==> src/rtl/sum_accumulator_pkg.sv <==
// Shared types and default sizing for the sum/accumulate datapath.
package accum_pkg;

  typedef enum logic [1:0] {
    MODE_ADD  = 2'b00,
    MODE_ACC  = 2'b01,
    MODE_CLR  = 2'b10,
    MODE_LOAD = 2'b11
  } mode_e;

  localparam int DEF_WIDTH  = 8;
  localparam int DEF_NUM_CH = 4;

endpackage

==> src/rtl/sum_accumulator_if.sv <==
// Request/result bundle of the accumulator. Both channels are valid/ready: a beat moves on
// the rising edge where valid and ready are both high; a producer holds its payload stable until then.
interface sum_accumulator_if import accum_pkg::*; #(
  parameter int WIDTH  = DEF_WIDTH,
  parameter int NUM_CH = DEF_NUM_CH
);
  localparam int CH_W = $clog2(NUM_CH);

  logic              in_valid;
  logic              in_ready;
  mode_e             in_mode;
  logic [CH_W-1:0]   in_ch;
  logic [WIDTH-1:0]  in_a;
  logic [WIDTH-1:0]  in_b;
  logic              out_valid;
  logic              out_ready;
  logic [WIDTH-1:0]  out_sum;
  logic [CH_W-1:0]   out_ch;
  logic              out_ovf;
  logic [NUM_CH-1:0] ovf_flags;

  modport master (
    output in_valid, in_mode, in_ch, in_a, in_b, out_ready,
    input  in_ready, out_valid, out_sum, out_ch, out_ovf, ovf_flags
  );

  modport slave (
    input  in_valid, in_mode, in_ch, in_a, in_b, out_ready,
    output in_ready, out_valid, out_sum, out_ch, out_ovf, ovf_flags
  );

endinterface

==> src/rtl/sum_accumulator_sat_adder.sv <==
// Combinational WIDTH-bit adder; the carry out is the overflow indication.
module sat_adder #(
  parameter int WIDTH  = 8,
  parameter int SAT_EN = 1
) (
  input  logic [WIDTH-1:0] i_a,
  input  logic [WIDTH-1:0] i_b,
  output logic [WIDTH-1:0] o_sum,
  output logic             o_carry
);

  logic [WIDTH:0] w_full;

  assign w_full  = {1'b0, i_a} + {1'b0, i_b};
  assign o_carry = w_full[WIDTH];
  // On carry, either clamp to all-ones or let the sum wrap.
  assign o_sum   = ((SAT_EN != 0) && w_full[WIDTH]) ? {WIDTH{1'b1}} : w_full[WIDTH-1:0];

endmodule

==> src/rtl/sum_accumulator.sv <==
// Registered two-operand adder / per-channel accumulator with one output register stage.
module sum_accumulator import accum_pkg::*; #(
  parameter int WIDTH  = DEF_WIDTH,
  parameter int NUM_CH = DEF_NUM_CH,
  parameter int SAT_EN = 1
) (
  input  logic             clk,
  input  logic             rst,
  sum_accumulator_if.slave bus
);

  localparam int CH_W = $clog2(NUM_CH);

  logic [WIDTH-1:0]  r_acc [NUM_CH];
  logic [NUM_CH-1:0] r_flags;
  logic              r_out_valid;
  logic [WIDTH-1:0]  r_out_sum;
  logic [CH_W-1:0]   r_out_ch;
  logic              r_out_ovf;

  logic              w_accept;
  logic [WIDTH-1:0]  w_acc_sel;
  logic [WIDTH-1:0]  w_opb;
  logic [WIDTH-1:0]  w_add_sum;
  logic              w_add_carry;
  logic [WIDTH-1:0]  w_result;
  logic              w_result_ovf;

  assign bus.in_ready = !rst && (!r_out_valid || bus.out_ready);
  assign w_accept     = bus.in_valid && bus.in_ready;

  // One adder serves both ADD and ACC; only the second operand changes.
  assign w_acc_sel = r_acc[bus.in_ch];
  assign w_opb     = (bus.in_mode == MODE_ADD) ? bus.in_b : w_acc_sel;

  sat_adder #(.WIDTH(WIDTH), .SAT_EN(SAT_EN)) u_adder (
    .i_a     (bus.in_a),
    .i_b     (w_opb),
    .o_sum   (w_add_sum),
    .o_carry (w_add_carry)
  );

  always_comb begin
    w_result     = '0;
    w_result_ovf = 1'b0;
    case (bus.in_mode)
      MODE_ADD, MODE_ACC: begin
        w_result     = w_add_sum;
        w_result_ovf = w_add_carry;
      end
      MODE_LOAD: w_result = bus.in_a;
      default: begin
        w_result     = '0;
        w_result_ovf = 1'b0;
      end
    endcase
  end

  always_ff @(posedge clk) begin
    if (rst) begin
      r_out_valid <= 1'b0;
      r_out_sum   <= '0;
      r_out_ch    <= '0;
      r_out_ovf   <= 1'b0;
      r_flags     <= '0;
      for (int i = 0; i < NUM_CH; i++) r_acc[i] <= '0;
    end else if (w_accept) begin
      r_out_valid <= 1'b1;
      r_out_sum   <= w_result;
      r_out_ch    <= bus.in_ch;
      r_out_ovf   <= w_result_ovf;
      // Accumulator state commits at the accept edge so a back-to-back ACC sees it.
      case (bus.in_mode)
        MODE_ACC: begin
          r_acc[bus.in_ch] <= w_add_sum;
          if (w_add_carry) r_flags[bus.in_ch] <= 1'b1;
        end
        MODE_CLR: begin
          r_acc[bus.in_ch]   <= '0;
          r_flags[bus.in_ch] <= 1'b0;
        end
        MODE_LOAD: r_acc[bus.in_ch] <= bus.in_a;
        default: ;
      endcase
    end else if (bus.out_ready) begin
      r_out_valid <= 1'b0;
    end
  end

  assign bus.out_valid = r_out_valid;
  assign bus.out_sum   = r_out_sum;
  assign bus.out_ch    = r_out_ch;
  assign bus.out_ovf   = r_out_ovf;
  assign bus.ovf_flags = r_flags;

endmodule
==> src/flat_wrapper.sv <==
// flat-port wrapper written by rule: the top's interface ports become plain ports
module sum_accumulator_flat import accum_pkg::*;
#(
  parameter int WIDTH  = DEF_WIDTH,
  parameter int NUM_CH = DEF_NUM_CH,
  parameter int SAT_EN = 1
)
  (clk, rst, bus_in_valid, bus_in_mode, bus_in_ch, bus_in_a, bus_in_b, bus_out_ready, bus_in_ready, bus_out_valid, bus_out_sum, bus_out_ch, bus_out_ovf, bus_ovf_flags);
  sum_accumulator_if #(.WIDTH(WIDTH), .NUM_CH(NUM_CH)) bus_i ();
  input  logic clk;
  input  logic rst;
  input wire logic [$bits(bus_i.in_valid)-1:0] bus_in_valid;
  input wire logic [$bits(bus_i.in_mode)-1:0] bus_in_mode;
  input wire logic [$bits(bus_i.in_ch)-1:0] bus_in_ch;
  input wire logic [$bits(bus_i.in_a)-1:0] bus_in_a;
  input wire logic [$bits(bus_i.in_b)-1:0] bus_in_b;
  input wire logic [$bits(bus_i.out_ready)-1:0] bus_out_ready;
  output wire logic [$bits(bus_i.in_ready)-1:0] bus_in_ready;
  output wire logic [$bits(bus_i.out_valid)-1:0] bus_out_valid;
  output wire logic [$bits(bus_i.out_sum)-1:0] bus_out_sum;
  output wire logic [$bits(bus_i.out_ch)-1:0] bus_out_ch;
  output wire logic [$bits(bus_i.out_ovf)-1:0] bus_out_ovf;
  output wire logic [$bits(bus_i.ovf_flags)-1:0] bus_ovf_flags;
  assign bus_i.in_valid = bus_in_valid;
  assign bus_i.in_mode = bus_in_mode;
  assign bus_i.in_ch = bus_in_ch;
  assign bus_i.in_a = bus_in_a;
  assign bus_i.in_b = bus_in_b;
  assign bus_i.out_ready = bus_out_ready;
  assign bus_in_ready = bus_i.in_ready;
  assign bus_out_valid = bus_i.out_valid;
  assign bus_out_sum = bus_i.out_sum;
  assign bus_out_ch = bus_i.out_ch;
  assign bus_out_ovf = bus_i.out_ovf;
  assign bus_ovf_flags = bus_i.ovf_flags;
  sum_accumulator #(.WIDTH(WIDTH), .NUM_CH(NUM_CH), .SAT_EN(SAT_EN)) u_core (.clk(clk), .rst(rst), .bus(bus_i));
endmodule
==> config.mk <==
export PLATFORM = sky130hd
export DESIGN_NAME = sum_accumulator_flat
export DESIGN_NICKNAME = d
export VERILOG_FILES = /design/src/rtl/sum_accumulator_pkg.sv /design/src/rtl/sum_accumulator_if.sv /design/src/rtl/sum_accumulator_sat_adder.sv /design/src/rtl/sum_accumulator.sv /design/src/flat_wrapper.sv
export SDC_FILE = /design/constraint.sdc
export NUM_CORES = 1
export LEC_CHECK = 0
export CORE_UTILIZATION = 54
export DETAILED_ROUTE_END_ITERATION = 16
export GPL_TIMING_DRIVEN = 0
export PLACE_DENSITY = 0.84
export SYNTH_ARGS = -nofsm -noshare
export SYNTH_HDL_FRONTEND = slang
export SYNTH_SLANG_ARGS = --single-unit
==> constraint.sdc <==
create_clock -name clk -period 4.35 [get_ports clk]
set_clock_uncertainty 0.2 [all_clocks]
set_input_delay 0.87 -clock clk [delete_from_list [all_inputs] [get_ports clk]]
set_output_delay 0.87 -clock clk [all_outputs]
set_load 0.05 [all_outputs]
==> out/qor.yml, run 1 <==
reg2reg_to: "u_core.r_acc[2][6]"
detail-route-antenna-nets: 0
timing.hold.worst.start: "u_core.bus.out_ch[0]"
synth_area_per_cell_um2: 10.48
globalplace.congestion: 0.9555
syn_area_um2: 2704
ys_types: 54
synth_top_family_by_area: "simple AND/OR/NAND/NOR gates"
initial_core_util: 0.5650
grt_pass1_vias: 2217
final_cell_area_um2: 3296
synth_edf_count: 32
hold_end: "u_core.bus.out_ch[0]"
grt_max_degree: 17
hold_path_class: "reg2reg"
area_delta_synth_final_pct: 21.89
hold_depth: 2
synth_xor_area_frac: 0.009718
gr-usage-all-layers: 0.2805
postRouteWirelength_um: 6757
holdWs_ns: 0.2739
required_ns: 4.21
post-route-min-period_ns: 4.161
drv_cap: 0
fp.dieH_um: 72.76
synth_compound_area_frac: 0.1620
cts_tree: "built"
layout.nets: 335
drt_pass1_iterations: 7
cts_buffers: 5
vias: 2263
arrival_ns: 4.02
worst_setup_path_end_kind: "flop"
worst-slew-pin-transition_ns: 0.9778
period_share: 0.9565
p_leak_nw: 1.208
reg2reg_slack_ns: 0.91
root_buffer: "clkbuf_8"
post_drt_wl_per_cell_um: 18.26
synth.area.mux_share: 0.1111
crit_start: "bus_in_ch[1]"
grt_pass1_wl_um: 10900
outcome: "finished, final reports clean"
io_pins: 41
synth_top_area_share: 0.3554
ys_top_cells_by_area: "edfxtp_1 36%, dfxtp_1 12%, mux4_2 6.7%"
insertedDiodeCount: 0
route.detailed.drc: 0
cp_max_fo: 10
r2r_cells: 9
ys_ff_latch: 48
rows: 25
r2r_start: "u_core.r_acc[3][0]"
htree_levels: 2
synth-simple-area-share: 0.1694
irDropWorstVdd_uv: 206.5
finalHoldViolCount: 0
cts_setup_buffers: 0
clkSinkCount: 48
rsz0062_at_grt: "false"
drt_iter0_drc: 195
dieArea_um2: 5294
yosysWarningCount: 0
powerDensity_nw_per_um2: 353.8
synth_nets: 291
slew_headroom: 0.3481
synth_commonest_cells: "32 x edfxtp_1, 32 x nor2_1, 22 x a21oi_1, 22 x nand2_1, 16 x dfxtp_1"
max-clock-path-buffers: 2
ys_seq_area_frac: 0.4739
grt_remaining_overflow: 0
via_per_inst: 6.116
fp.dieW_um: 72.76
startpoint_type: "input pin"
antenna_found_initial: 0
portBuffers: 37
clk_latency_ns: 0.31
clk_pin_slew_ns: 0.10
synth_area_leader_cell: "edfxtp_1"
fp.coreArea_um2: 4786
fmax_mhz: 240.4
setup_violations: 0
synth_adder_area_share: 0.04442
async_flop_share: 0
synth_flop_cell: "edfxtp_1"
slew_violations: 0
path_class: "in2reg"
syn_inst: 258
final_layout_size_suffix_gt1_frac: 0.1485
dp_hpwl_um: 5014
placed_area_um2: 3158
[flip-flops by register name, indices dropped and copies added, names as in the netlist, named ones only]
register	flops
u_core.bus.out_ovf	1
u_core.r_acc	32
u_core.bus.out_sum	8
u_core.bus.out_ch	2
u_core.bus.out_valid	1
[cell families (layout without fill, tap and decap cells)]
kind of cell | Yosys count | in the layout
buffers and inverters | 18 | 63
DFF | 48 | 48
xor gates and xnor gates | 3 | 3
adders and majority gates | 9 | 9
and+or+nand+nor | 95 | 95
muxes | 19 | 19
AOI/OAI and AO/OA | 66 | 66
[cell usage in the layout, fill, tap and decap left out, drive strengths merged, types with 9 or more instances in the layout]
| cell type | count |
|---|---|
| nor3 | 9 |
| dfxtp | 16 |
| clkbuf | 11 |
| a21oi | 24 |
| o21ai | 15 |
| nand2 | 22 |
| nor2 | 32 |
| clkdlybuf4s50 | 37 |
| edfxtp | 32 |
| nand3 | 9 |
[power by group]
part           total, mW  leakage, nW  switching [mW]  internal, mW
logic              0.306        0.691           0.189         0.117
clock network      0.338       0.0548           0.165         0.173
registers          0.522        0.462         0.00916         0.512
[routing by layer]
layer	routed length [µm]	share of wire	vias to the layer above	global-route usage
met5	0	0	-	0
li1	-	-	1060	-
met4	85	0.013	0	0.09368
met2	3459	0.51	113	0.4673
met1	2710	0.40	1080	0.3681
met3	502	0.074	10	0.05525
[layout make-up]
type / count / area, µm²
Clock buffer: 5 / 68.82
Fill cell: 373 / 1490
Buffer: 13 / 63.81
Sequential cell: 48 / 1281
Clock inverter: 3 / 46.29
Multi-Input combinational cell: 192 / 1363
Tap cell: 67 / 83.83
Inverter: 5 / 18.77
Timing Repair Buffer: 37 / 370.4
[what timing repair did]
action / CTS / global route
setup endpoints to repair: 0 / 13
hold buffers: 0 / 0
gates resized for setup: 0 / 4
[worst max path at each step]
stage	endpoint	slack (ns)
5_1_grt	u_core.r_acc[3][4]	0.03
3_3_place_gp	u_core.r_acc[0][3]	-0.21
2_1_floorplan	u_core.r_acc[0][3]	0.47
4_1_cts	u_core.r_acc[0][3]	0.04
3_5_place_dp	u_core.r_acc[0][3]	-0.28
6_report	u_core.r_acc[0][7]	0.19
[through the flow]
stage / power (mW) / TNS, ns / utilization / instances / worst slack [ns]
final: 1.166 / 0 / 0.6886 / 370 / 0.1894
after global routing: 1.209 / 0 / 0.6886 / 370 / 0.02737
after CTS: 1.154 / 0 / 0.6839 / 370 / 0.03629
after detailed placement: 0.8278 / -3.262 / 0.6599 / 362 / -0.2834
after global placement: 0.8204 / -1.850 / 0.6599 / 362 / -0.2125
after floorplan: 0.7335 / 0 / - / 258 / 0.4681
[worst max-delay path, stage by stage]
cell and delay (ns):
clkdlybuf4s50_1 0.60, clkbuf_4 0.29, mux4_2 0.31, mux2_2 0.31
ha_1 0.39, a21oi_4 0.23, o21bai_2 0.10, or4b_4 0.53
a31oi_2 0.28, nor3b_1 0.10
Note: power is estimated with default switching activity, not from simulation.
==> run 2: changes to the inputs <==
--- a/config.mk
+++ b/config.mk
@@ -5,10 +5,12 @@
 export SDC_FILE = /design/constraint.sdc
 export NUM_CORES = 1
 export LEC_CHECK = 0
+export CORE_ASPECT_RATIO = 1.4
 export CORE_UTILIZATION = 54
 export DETAILED_ROUTE_END_ITERATION = 16
 export GPL_TIMING_DRIVEN = 0
 export PLACE_DENSITY = 0.84
+export RECOVER_POWER = 50
 export SYNTH_ARGS = -nofsm -noshare
 export SYNTH_HDL_FRONTEND = slang
 export SYNTH_SLANG_ARGS = --single-unit
==> constraint.sdc (replaced) <==
create_clock -name clk -period 3.9 [get_ports clk]
set_clock_uncertainty 0.2 [all_clocks]
set_input_delay 0.78 -clock clk [delete_from_list [all_inputs] [get_ports clk]]
set_output_delay 0.78 -clock clk [all_outputs]
set_load 0.05 [all_outputs]
==> run 2 against run 1 <==
Net effect:
- global-route usage rose by 0.16 points
- first-iteration DRC count fell by 46%
- worst setup slack got worse by 0.012 ns
- sequential power rose by 11%
- clock-buffer cell count did not move
- total power rose by 9.4%
- wire length rose by 0.73%
==> out/qor.yml, run 2 (synthesis gave the netlist of run 1 again) <==
antenna_found_initial: 0  # unchanged
ctsHoldBuffers: 0  # unchanged
layout.nets: 336  # +0.30%
met1_usage: 0.3180  # -0.05009
irDropWorstVdd_uv: 264.7  # +28%
grt_remaining_overflow: 0  # unchanged
drt_pass1_iterations: 4  # -3
largest_register_ffs: 32  # unchanged
route.detailed.drc: 0  # unchanged
globalplace.congestion: 0.9745  # +2.0%
setup_violations: 0  # unchanged
final_layout_size_suffix_gt1_frac: 0.1513  # +0.002801
vias: 2254  # -0.40%
outcome: "finished, final reports clean"
met2_usage: 0.4800  # +0.01267
cp_max_fo: 10  # unchanged
dieArea_um2: 5298  # about the same
final_util: 0.6840  # -0.004648
arrival_ns: 3.57  # -0.45 ns
gr-usage-all-layers: 0.2821  # +0.001625
rsz0062_at_grt: "false"
initial_core_util: 0.5584  # -0.006569
final_common_cell: "edfxtp_1"
reg2reg_slack_ns: 0.61  # -0.30 ns
worst-slew-pin-transition_ns: 0.8656  # -0.1122 ns
hold_path_class: "reg2reg"
grt_pass1_vias: 2317  # +4.5%
required_ns: 3.74  # -0.47 ns
finalHoldViolCount: 0  # unchanged
drv_cap: 0  # unchanged
fmax_mhz: 268.6
holdWs_ns: 0.2634  # -0.01059 ns
period_share: 0.9545
fp.dieH_um: 85.73  # +18%
area_delta_synth_final_pct: 22.49
clk_latency_ns: 0.30  # about the same
grt_busiest_layer: "met2"
drt_iter0_drc: 105  # -46%
root_buffer: "clkbuf_8"
regMostFlops: "u_core.r_acc"
slew_headroom: 0.4229  # +0.07480
finalWorstSetupSlack_ns: 0.1773  # -0.01210 ns
powerDensity_nw_per_um2: 385.2  # +8.9%
final_cell_mix: "32 x edfxtp_1, 31 x nor2_1, 22 x nand2_1, 22 x a21oi_1, 19 x clkdlybuf4s50_1"
clkSinkCount: 48  # unchanged
postRouteWirelength_um: 6806  # +0.73%
grt_pass1_wl_um: 10600  # -2.7%
dp_slack_ns: -0.6480  # -0.3646 ns
path_class: "in2reg"
via_per_inst: 6.125  # +0.14%
cts_tree: "built"
htree_levels: 2  # unchanged
grt_max_degree: 15  # -2
detail-route-antenna-nets: 0  # unchanged
total_power_mw: 1.276  # +9.4%
startpoint_type: "input pin"
use_met3: 0.03922  # -0.01603
worst_setup_path_end_kind: "flop"
dp_hpwl_um: 5261  # +4.9%
rows: 30  # +20%
fp.coreArea_um2: 4842  # +1.2%
fp.dieW_um: 61.81  # -15%
max-clock-path-buffers: 2  # unchanged
post-route-min-period_ns: 3.723
p_leak_nw: 1.252  # +3.7%
insertedDiodeCount: 0  # unchanged
cts_buffers: 5  # unchanged
post_drt_wl_per_cell_um: 18.49  # +1.3%
io_pins: 41  # unchanged
slew_violations: 0  # unchanged
portBuffers: 37  # unchanged
clk_pin_slew_ns: 0.08  # -0.02 ns
[run 2: per-stage QoR]
step | area, µm² | instances | setup TNS (ns)
global placement | 3154 | 359 | -15.07
floorplan | 2704 | 258 | 0
CTS | 3307 | 368 | 0
finish | 3312 | 368 | 0
detailed placement | 3154 | 359 | -17.59
global route | 3312 | 368 | 0
[run 2: worst paths after layout]
check                                       endpoint                 start  cells past startpoint
worst max register to register    u_core.r_acc[2][6]    u_core.r_acc[2][0]                     10
worst min register to register  u_core.bus.out_ch[0]  u_core.bus.out_ch[0]                      2
worst max-delay path              u_core.r_acc[0][7]          bus_in_ch[0]                      9
worst min-delay path            u_core.bus.out_ch[0]  u_core.bus.out_ch[0]                      2
[run 2: critical path: stages]
cell and delay, ns:
buf_2 0.20, buf_4 0.23, mux4_2 0.56, mux2_2 0.30, ha_1 0.37, a21oi_1 0.25
or4b_4 0.50, a31oi_2 0.26, nor3b_1 0.10
[run 2: cell type report]
cell class | count | area, µm²
timing repair buffer | 38 | 376.6
buffer | 13 | 68.82
multi-input combinational | 192 | 1380
inverter | 5 | 18.77
tap | 64 | 80.08
clock buffer | 5 | 68.82
fill | 380 | 1530
sequential | 48 | 1281
clock inverter | 3 | 37.54
[run 2: power by group]
part | switching [mW] | internal [mW]
registers | 0.0103 | 0.572
clock network | 0.158 | 0.187
logic | 0.215 | 0.134
[run 2: repair_timing]
action,in CTS,in global routing
gates resized for setup,10,3
buffers inserted,1,0
setup endpoints to repair,30,23
pin swaps,1,0
[run 2: routing by layer]
| metal | part of all wire | vias up | wire, µm |
|---|---|---|---|
| li1 | - | 1061 | - |
| met1 | 0.37 | 1076 | 2533 |
| met2 | 0.52 | 95 | 3538 |
| met3 | 0.062 | 22 | 420 |
| met4 | 0.046 | 0 | 313 |
| met5 | 0 | - | 0 |
==> run 3: changes to the inputs <==
--- a/config.mk
+++ b/config.mk
@@ -7,6 +7,7 @@
 export LEC_CHECK = 0
 export CORE_ASPECT_RATIO = 1.4
 export CORE_UTILIZATION = 54
+export CTS_CLUSTER_DIAMETER = 150
 export DETAILED_ROUTE_END_ITERATION = 16
 export GPL_TIMING_DRIVEN = 0
 export PLACE_DENSITY = 0.84
==> results of run 3 <==
Same layout as run 2: the final DEF is identical, and so are final timing and power.
